==> config.mk <==
export PLATFORM = sky130hd
export DESIGN_NAME = hazard_ctrl
export DESIGN_NICKNAME = d
export VERILOG_FILES = /design/src/rtl/hazard_ctrl.sv
export SDC_FILE = /design/constraint.sdc
export NUM_CORES = 1
export LEC_CHECK = 0
export ABC_AREA = 1
export CORE_ASPECT_RATIO = 1.5
export CORE_UTILIZATION = 40
export DETAILED_ROUTE_END_ITERATION = 12
export PLACE_DENSITY = 0.65
export SYNTH_ARGS = -nofsm -noshare
export SYNTH_HDL_FRONTEND = slang
export SYNTH_SLANG_ARGS = --single-unit
==> constraint.sdc <==
create_clock -name clk -period 2.9 [get_ports clk]
set_input_delay 0.725 -clock clk [delete_from_list [all_inputs] [get_ports clk]]
set_output_delay 0.725 -clock clk [all_outputs]
set_load 0.02 [all_outputs]
==> src/rtl/hazard_ctrl.sv <==
// -----------------------------------------------------------------------------
// hazard_ctrl
//   Pipeline hazard controller. Detects load-use hazards, handles taken-branch
//   flush sequences and data-memory wait stalls, and drives the PC / IF-ID /
//   ID-EX buffer control lines. Keeps saturating stall and flush counters.
//
// Parameters
//   FLUSH_CYCLES  extra ID/EX bubble cycles after a taken branch (0..7)
//   CNT_W         width of the stall / flush performance counters
//
// Ports
//   clk            single clock, rising edge
//   rst_n          asynchronous active-low reset
//   idRsI, idRtI   source register fields of the instruction in ID
//   idUsesRtI      ID instruction reads rt as a source
//   jumpI          ID instruction is a jump
//   exMemReadI     memRead field of the ID/EX buffer
//   exRtI          rt field of the ID/EX buffer
//   branchTakenI   branch resolved taken in EX this cycle
//   memBusyI       data memory not ready, pipeline must hold
//   pcWriteO       PC load enable
//   ifIdWriteO     IF/ID buffer enable
//   ifIdFlushO     IF/ID buffer clear to NOP
//   idExWriteO     ID/EX buffer enable
//   idExBubbleO    ID/EX buffer control fields forced to 0
//   stateO         current FSM state (RUN=0, LOADUSE=1, MEMWAIT=2, FLUSH=3)
//   stallCntO      cycles with pcWriteO=0 (saturating)
//   flushCntO      cycles with idExBubbleO or ifIdFlushO set (saturating)
// -----------------------------------------------------------------------------
module hazard_ctrl #(
   parameter int unsigned FLUSH_CYCLES = 1,
   parameter int unsigned CNT_W        = 16
) (
   input  logic             clk,
   input  logic             rst_n,
   input  logic [4:0]       idRsI,
   input  logic [4:0]       idRtI,
   input  logic             idUsesRtI,
   input  logic             jumpI,
   input  logic             exMemReadI,
   input  logic [4:0]       exRtI,
   input  logic             branchTakenI,
   input  logic             memBusyI,
   output logic             pcWriteO,
   output logic             ifIdWriteO,
   output logic             ifIdFlushO,
   output logic             idExWriteO,
   output logic             idExBubbleO,
   output logic [1:0]       stateO,
   output logic [CNT_W-1:0] stallCntO,
   output logic [CNT_W-1:0] flushCntO
);

   typedef enum logic [1:0] {
      RUN     = 2'd0,
      LOADUSE = 2'd1,
      MEMWAIT = 2'd2,
      FLUSH   = 2'd3
   } stateT;

   localparam logic [2:0] FLUSH_LOAD = 3'(FLUSH_CYCLES);

   stateT      state;
   stateT      nextState;
   stateT      evalState;
   logic [2:0] flushRem;
   logic [2:0] nextRem;
   logic       loadUse;

   assign loadUse = exMemReadI && (exRtI != 5'd0) &&
                    ((exRtI == idRsI) || (idUsesRtI && (exRtI == idRtI)));

   // MEMWAIT is transparent once memory is ready: the cycle is handled as the
   // state it interrupted (FLUSH if bubbles remain, otherwise RUN).
   always_comb begin
      evalState = state;
      if (state == MEMWAIT) begin
         evalState = (flushRem != 3'd0) ? FLUSH : RUN;
      end
   end

   always_comb begin
      pcWriteO    = 1'b1;
      ifIdWriteO  = 1'b1;
      ifIdFlushO  = 1'b0;
      idExWriteO  = 1'b1;
      idExBubbleO = 1'b0;
      nextState   = RUN;
      nextRem     = flushRem;

      if (!rst_n) begin
         // Hold the pipeline and load NOPs into both buffers.
         pcWriteO    = 1'b0;
         ifIdWriteO  = 1'b0;
         ifIdFlushO  = 1'b1;
         idExWriteO  = 1'b1;
         idExBubbleO = 1'b1;
         nextRem     = 3'd0;
      end else if (memBusyI) begin
         pcWriteO   = 1'b0;
         ifIdWriteO = 1'b0;
         idExWriteO = 1'b0;
         nextState  = MEMWAIT;
      end else if (branchTakenI) begin
         ifIdFlushO  = 1'b1;
         idExBubbleO = 1'b1;
         nextRem     = FLUSH_LOAD;
         nextState   = (FLUSH_LOAD == 3'd0) ? RUN : FLUSH;
      end else if (evalState == FLUSH) begin
         ifIdFlushO  = 1'b1;
         idExBubbleO = 1'b1;
         nextRem     = (flushRem == 3'd0) ? 3'd0 : flushRem - 3'd1;
         nextState   = (flushRem > 3'd1) ? FLUSH : RUN;
      end else if (loadUse && (evalState != LOADUSE)) begin
         pcWriteO    = 1'b0;
         ifIdWriteO  = 1'b0;
         idExBubbleO = 1'b1;
         nextState   = LOADUSE;
      end else if (jumpI) begin
         // Jump only squashes the fetched instruction; RUN stays RUN and a
         // one-cycle LOADUSE still retires to RUN as it would otherwise.
         ifIdFlushO = 1'b1;
      end
   end

   always_ff @(posedge clk or negedge rst_n) begin
      if (!rst_n) begin
         state     <= RUN;
         flushRem  <= 3'd0;
         stallCntO <= '0;
         flushCntO <= '0;
      end else begin
         state    <= nextState;
         flushRem <= nextRem;
         if (!pcWriteO && (stallCntO != '1)) begin
            stallCntO <= stallCntO + CNT_W'(1);
         end
         if ((idExBubbleO || ifIdFlushO) && (flushCntO != '1)) begin
            flushCntO <= flushCntO + CNT_W'(1);
         end
      end
   end

   assign stateO = state;

endmodule
* After elaboration in Yosys (flattened, before gate mapping) *
Cells that the tools add are included.

operators by class
  multiply operators = 0
  shift-type cells = 0
  reduce and logical (&&, ||, !) cells = 13
  multiplexer cells = 31
  equality and inequality tests = 9
  order comparisons = 1
  add/subtract/negate cells = 3
  divide/modulo/power cells = 0
  bitwise operators = 0

operator list
  operator                                                                          count
  16-bit by 1-bit adder with 16-bit output (second input constant)                  2
  16-bit inequality test (second input constant)                                    2
  1-bit two-way mux                                                                 19
  3-bit two-way mux                                                                 5
  2-bit two-way mux                                                                 7
  5-bit == test                                                                     2
  1-bit logical AND                                                                 6
  5-bit nonzero test                                                                1
  2-bit == test (second input constant)                                             2
  3-bit by 1-bit greater-than comparator with 1-bit output (second input constant)  1
  3-bit logical NOT                                                                 1
  3-bit by 1-bit inequality test with 1-bit output (second input constant)          1
  3-bit nonzero test                                                                1
  3-bit by 1-bit subtractor with 3-bit output (second input constant)               1
  1-bit logical OR                                                                  2
  2-bit by 1-bit inequality test with 1-bit output (second input constant)          1
  2-bit inequality test (second input constant)                                     1
  2-bit AND reduction                                                               1
  1-bit logical NOT                                                                 1

word-level totals
  input bits = 22
  bits in latches = 0
  output and inout port bits = 39
  logic and storage cells = 61
  memory bits (read-only) = 0
  memory bits (writable) = 0
  memories kept = 0
  register bits = 37

* Depth between registers and ports, before layout *
Gate-level depths: netlist of the first run.

  depth in word-level cells = 12
  gate-level depth with buffers = 14
  mapped depth without buffers = 13

* Least setup slack after synthesis of the first run *
Ideal clock, no wire load.

  kind = input to output
  start point = input port idRtI[0]
  end point = output port pcWriteO
  required time = 2175 ps
  path buffers = 2
  slack = 335 ps
  stages = 11
  data arrival time = 1840 ps
  cell sequence = inv_1 > nand2_1 > nand2_1 > nor2_1 > nand3_1 > nand2_1 > nand4_1 > nand3_2 > buf_2 > inv_1 > buf_4

between the ends
  longest elaborated chain between the ends = 10

ends and longest elaborated chain
  what                             line  source
  from (decl)                      37    input logic [4:0] idRtI,
  5-bit == test                    71    ((exRtI == idRsI) || (idUsesRtI && (exRtI == idRtI)));
  1-bit logical AND                71
  1-bit logical OR                 71
  1-bit logical AND                70    assign loadUse = exMemReadI && (exRtI != 5'd0) &&
  1-bit logical AND                114   end else if (loadUse && (evalState != LOADUSE)) begin
  1-bit two-way mux (5 in series)  --
  to (decl)                        44    output logic pcWriteO,

No other way between the ends.

* Final worst setup path of the first run *
  start point = input port idRtI[0]
  end point = output port idExBubbleO

between the ends
  longest elaborated chain between the ends = 10

ends and longest elaborated chain
  what               line  source
  5-bit == test      71
  1-bit logical AND  71
  1-bit logical OR   71
  1-bit logical AND  70
  1-bit logical AND  114
  1-bit two-way mux  114
  1-bit two-way mux  109   end else if (evalState == FLUSH) begin
  1-bit two-way mux  104   end else if (branchTakenI) begin
  1-bit two-way mux  99    end else if (memBusyI) begin
  1-bit two-way mux  91    if (!rst_n) begin
  to (decl)          48    output logic idExBubbleO,

No other way between the ends.

==> results of run 1 <==
power by group through the flow:
stage / clock, mW / sequential (mW) / combinational [mW]
floorplan: 0 / 0.774 / 0.270
global placement: 0 / 0.705 / 0.597
detailed placement: 0 / 0.710 / 0.606
CTS: 0.380 / 0.699 / 0.604
global route: 0.401 / 0.715 / 0.663
finish: 0.363 / 0.699 / 0.598
state kept, by name, summed over array words and instances, names as in the netlist:
signal     cells
flushCntO     16
stateO         2
stallCntO     16
flushRem       3
synthesized netlist by cell type, drive strengths merged, types with 2 or more instances:
master | instances | area [sq um]
xor2 | 18 | 158
o21ai | 9 | 45.0
a21oi | 2 | 13.8
nor3b | 2 | 26.3
nand4 | 5 | 46.3
nor2 | 28 | 113
nand3 | 54 | 275
xnor2 | 10 | 87.6
ha | 4 | 50.1
buf | 7 | 50.1
dfrtp | 37 | 926
inv | 46 | 173
nand2 | 126 | 498
nor3 | 8 | 40.0
nand3b | 2 | 15.0
metal layers:
| metal | part of all wire, % | vias to the layer above |
|---|---|---|
| met1 | 42 | 1147 |
| met4 | 1.7 | 0 |
| li1 | - | 1273 |
| met3 | 3.5 | 9 |
| met2 | 53 | 57 |
| met5 | 0 | - |
final timing paths:
path | endpoint | slack, ns | cells past startpoint
max | idExBubbleO | 0.11 | 11
min | stateO[1] | 0.25 | 1
max reg2reg | stallCntO[6] | 0.81 | 9
min reg2reg | stallCntO[13] | 0.53 | 2
max in group asynchronous | stallCntO[4] | 1.97 | 2
min in group clk | stallCntO[13] | 0.53 | 2
cell families (layout without fill, tap and decap cells):
kind of cell	count (synthesis)	after routing	share of synthesized area (%)
xor gates and xnor gates	28	28	9.72
buffers and inverters	53	126	8.83
DFF	37	37	36.7
AOI/OAI and AO/OA	12	12	2.63
adders and majority gates	4	4	1.98
and+or+nand+nor	225	225	40.2
cells in the final DEF (no fill, tap or decap):
master           Yosys  layout
inv_2                7       9
clkbuf_2             0       1
dlymetal6s2s_1       0      12
inv_1               39      37
nand4_1              4       4
nand3_2              1       1
clkbuf_8             0       5
nand3b_1             2       2
buf_6                2       2
buf_2                4       2
nand2_4              2       2
dfrtp_1             37      37
clkdlybuf4s50_1      0      42
nand4_4              1       1
buf_4                1      12
nor3b_1              1       1
nand2_1            120     119
xor2_1              18      18
o21ai_0              9       9
ha_1                 4       4
a21oi_1              1       1
a21oi_2              1       1
a211oi_1             1       1
nor2_1              27      27
xnor2_1             10      10
clkinv_2             0       2
clkinvlp_4           0       1
nand2_2              4       5
nor2_4               1       1
nor3_1               8       8
dlygate4sd2_1        0       1
nand3_1             53      53
nor3b_4              1       1
final cells by class:
type	count	area [sq um]	share of cell area, %
clock inverter	3	17.5	0.521
inverter	46	173	5.14
timing repair buffer	72	707	21.0
sequential	37	926	27.5
clock buffer	5	68.8	2.05
tap	74	92.6	2.75
multi-input combinational	269	1380	41.0
what timing repair did:
action	CTS	global route
pin swaps	0	10
resized for setup	15	20
setup buffers	0	1
setup endpoints to repair	4	4
endpoints found under the hold margin	0	0
stage by stage:
stage          setup TNS [ns]  std cells
3_3_place_gp            -1.26        497
2_1_floorplan               0        359
4_1_cts                     0        505
3_5_place_dp            -1.31        497
5_1_grt                     0        506
6_report                    0        506
==> impl_metrics.toml, run 1 <==
[clock_network]
clock_path_buffers = 2
tritoncts = "done"
cts-root-buf = "clkbuf_8"
clock-sinks = 37
htree_levels = 2
hold_buffers = 0
clock_latency_ns = 0.29
clk_pin_slew_worst_paths_ns = 0.07
cts_buffers = 5

[power_and_ir_drop]
swShare_pct = 37.7
p_int_mw = 1.03
power.total_mw = 1.66
share_seq_of_total_power_pct = 42.1
p_leak_nw = 1.77
max-vdd-ir-drop_uv = 208
pwr-share-clk_pct = 21.9
power.density_nw_per_um2 = 494
comb_power_share_pct = 36.0
p_switching_uw = 626

[synthesis]
synth_fp_nets = 385
yosysSeqAreaShare_pct = 36.7
yosys_warnings = 0
syn_area_sq_um = 2520
ys_types = 26
synth_seq_cells = 37
syn_avg_cell_area_sq_um = 7.03
synth_async_sr_flop_share_pct = 100
synthFlopType = "dfrtp_1"
postSynthCellCount = 359
synth_edf_count = 0

[setup_path]
cp_top_family = "buffers and inverters"
cp-startpoint = "idRtI[0]"
crit_required_ns = 2.17
critPathKind = "input pin to primary output"
cp-end-kind = "primary output"
cp_num_buf_inv = 4
cp_slowest_stage_delay_ns = 0.47
startpoint_type = "input pin"
crit_chain = "clkdlybuf4s50_1, inv_2, nand2_1, nand2_1, nor2_1, nand3_1, nand2_2, buf_4, nand3_1, nand2_1, clkbuf_2"
path_max_fanout = 3
r2r-start = "stallCntO[0]"
crit_path_frequent_cell = "nand2_1"
worstPathArrival_ns = 2.07
slowest_stage = "clkdlybuf4s50_1"

[finish]
area_delta_synth_final_pct = 33.2
layout.nets = 457
antennaDiodeCount = 0
layout-drive-gt1-share_pct = 10.6
fill_cells = 618
final_cell_area_sq_um = 3360
final_util_pct = 54.8

[placed_design]
numPortBuffers = 60
hpwl_mm = 4.42
gp_congestion = 0.882
dp_slack_ns = -0.349
placed_cell_area_sq_um = 3240

[timing]
fmax_mhz = 358
fin_skew_ns = 0.0115
worst_pin_slew_ns = 0.478
setup_viol = 0
finalWorstSetupSlack_ns = 0.109
finalHoldViolCount = 0
rsz0062_at_grt = "false"
fin_crit_ns = 2.79
period_share_pct = 96.2
relSlewSlack_pct = 68.1
whs_ns = 0.249
final_max_slew_viol_count = 0

[drt]
drc = 0
vias_per_cell = 4.91
wl_per_cell_um = 11.8
num_vias = 2486
dr.pass1.iters = 5
antenna_left = 0
routed_wl_mm = 5.97
drtIter0Drc = 136

[floorplan]
initial_core_util_pct = 41.2
row_count = 35
die_h_um = 99.3
core-area_sq_um = 6130
dieWidth_um = 66.9
num_io_pins = 61
dieArea_sq_um = 6640

[global_routing]
grt_remaining_overflow = 0
grt_pass1_vias = 2349
grt_pass1_wl_mm = 9.92
grt_max_degree = 37
grt_util_met3_pct = 2.87
grt.total_usage_pct = 19.1
antenna_found_initial = 0
grtUsageMet2_pct = 35.0
grt-busiest-layer = "met2"
grtUsageMet1_pct = 22.0

[flow_run]
cap_violations = 0

[hold_path]
hold_path.class = "input pin to asynchronous set/reset pin"

[run_status]
status = "finished, final reports clean"
Power figures use the tool's default switching activity.
==> inputs of run 2 (changes only) <==
--- a/config.mk
+++ b/config.mk
@@ -7,6 +7,7 @@
 export LEC_CHECK = 0
 export ABC_AREA = 1
 export CORE_ASPECT_RATIO = 1.5
+export CORE_MARGIN = 4
 export CORE_UTILIZATION = 40
 export DETAILED_ROUTE_END_ITERATION = 12
 export PLACE_DENSITY = 0.65
==> constraint.sdc (replaced) <==
create_clock -name clk -period 3.3 [get_ports clk]
set_input_delay 0.825 -clock clk [delete_from_list [all_inputs] [get_ports clk]]
set_output_delay 0.825 -clock clk [all_outputs]
set_load 0.02 [all_outputs]
==> impl_metrics.toml, run 2 (same netlist as run 1, synthesis figures left out) <==
[placed_design]
place_inst = 493
numPortBuffers = 60
gp_congestion = 0.874
hpwl_mm = 4.57

[finish]
antennaDiodeCount = 0
instances_no_fill = 501
layout_common_cells = "119 x nand2_1, 55 x clkdlybuf4s50_1, 53 x nand3_1"
fill_cells = 634
multi_input_area_sq_um = 1380
regArea_sq_um = 926
layout-drive-gt1-share_pct = 8.43
layout.nets = 452
area_delta_synth_final_pct = 30.2
final_util_pct = 53.6
final_common_cell = "nand2_1"
reg_top3 = "flushCntO x16, stallCntO x16, flushRem x3"

[run_status]
status = "finished, final reports clean"

[global_routing]
grt_pass1_vias = 2392
grt.total_usage_pct = 16.7
grt_remaining_overflow = 0
antenna_found_initial = 0
grt_pass1_wl_mm = 10.4
grt_max_degree = 37

[drt]
drc = 0
antenna_left = 0
num_vias = 2477
routed_wl_mm = 6.11
dr.pass1.iters = 4
wl_per_cell_um = 12.2
vias_per_cell = 4.94
drtIter0Drc = 104

[clock_network]
cts_setup_buffers = 0
htree_levels = 2
clock_latency_ns = 0.29
clk_pin_slew_worst_paths_ns = 0.07
hold_buffers = 0
clock_path_buffers = 2
cts_buffers = 5
clock-sinks = 37
cts-root-buf = "clkbuf_8"
tritoncts = "done"

[floorplan]
die_h_um = 105
row_count = 35
num_io_pins = 61
core-area_sq_um = 6130
dieArea_sq_um = 7670
dieWidth_um = 72.9
initial_core_util_pct = 41.2

[timing]
fin_skew_ns = 0.00959
fmax_mhz = 315
relSlewSlack_pct = 68.6
rsz0062_at_grt = "false"
final_max_slew_viol_count = 0
setup_viol = 0
fin_crit_ns = 3.17
finalHoldViolCount = 0
worst_pin_slew_ns = 0.471
period_share_pct = 96.2

[setup_path]
cp_num_buf_inv = 3
worstPathArrival_ns = 2.35
slowest_stage = "clkdlybuf4s50_1"
startpoint_type = "input pin"
cp_slowest_stage_delay_ns = 0.51
crit_required_ns = 2.47
crit_chain = "clkdlybuf4s50_1, inv_2, nand2_1, nand2_1, nor2_1, nand3_1, nand2_2, nand3_1, nand2_1, nand2_1, dlygate4sd2_1"
critPathKind = "input pin to primary output"
crit_path_frequent_cell = "nand2_1"
path_max_fanout = 4
cp_top_family = "buffers and inverters"
cp-end-kind = "primary output"

[power_and_ir_drop]
max-vdd-ir-drop_uv = 188
power.total_mw = 1.45
p_leak_nw = 1.64
power.density_nw_per_um2 = 441

[flow_run]
cap_violations = 0

[hold_path]
hold_path.class = "input pin to asynchronous set/reset pin"
==> run 2: repair_timing <==
action / CTS / global route
endpoints found under the setup margin: 4 / 3
resized for setup: 4 / 5
pin swaps: 0 / 0
==> run 2: report_power, final <==
| part | switching, mW | leakage, nW | internal (mW) | total (mW) |
|---|---|---|---|---|
| registers | 0.0924 | 0.496 | 0.518 | 0.611 |
| logic | 0.284 | 1.10 | 0.241 | 0.525 |
| clock network | 0.167 | 0.0450 | 0.147 | 0.313 |
==> run 2: worst paths after layout <==
| path | startpoint | to | slack (ns) | cells past startpoint |
|---|---|---|---|---|
| worst min-delay path | rst_n | stateO[1] | 0.35 | 1 |
| worst min register to register | stallCntO[9] | stallCntO[9] | 0.53 | 2 |
| min in group clk | stallCntO[9] | stallCntO[9] | 0.53 | 2 |
| worst max register to register | stallCntO[0] | stallCntO[8] | 1.15 | 9 |
| worst max-delay path | exRtI[2] | ifIdFlushO | 0.13 | 11 |
| max in group asynchronous | rst_n | stallCntO[8] | 2.28 | 2 |
==> run 2: area by class of cell <==
| type | count | share of cell area (%) |
|---|---|---|
| clock buffers | 6 | 2.21 |
| clock inverters | 2 | 0.305 |
| inverters | 46 | 5.25 |
| multi-input cells | 269 | 41.9 |
| flip-flops and latches | 37 | 28.2 |
| well taps | 74 | 2.82 |
| repair buffers | 67 | 19.3 |
==> run 2: through the flow <==
stage	cell area [sq um]	hold slack (ns)	TNS (ns)	setup slack [ns]
floorplan	2520	0.529	0	0.535
global placement	3210	0.505	-0.440	-0.122
detailed placement	3210	0.521	-0.522	-0.151
CTS	3290	0.338	0	0.0747
global route	3290	0.338	0	0.00383
finish	3290	0.349	0	0.125
==> run 2: layer usage <==
layer	up-vias	track usage (%)	routed length (um)
li1	1260	-	-
met1	1132	17.9	2410
met2	71	31.0	3290
met3	14	2.86	250
met4	0	6.99	156
met5	-	0	0
==> inputs of run 3 (changes only) <==
--- a/config.mk
+++ b/config.mk
@@ -10,6 +10,7 @@
 export CORE_MARGIN = 4
 export CORE_UTILIZATION = 40
 export DETAILED_ROUTE_END_ITERATION = 12
+export HOLD_SLACK_MARGIN = 0.12
 export PLACE_DENSITY = 0.65
 export SYNTH_ARGS = -nofsm -noshare
 export SYNTH_HDL_FRONTEND = slang
==> results of run 3 <==
The final DEF is identical to that of run 2; final timing and power are the same.
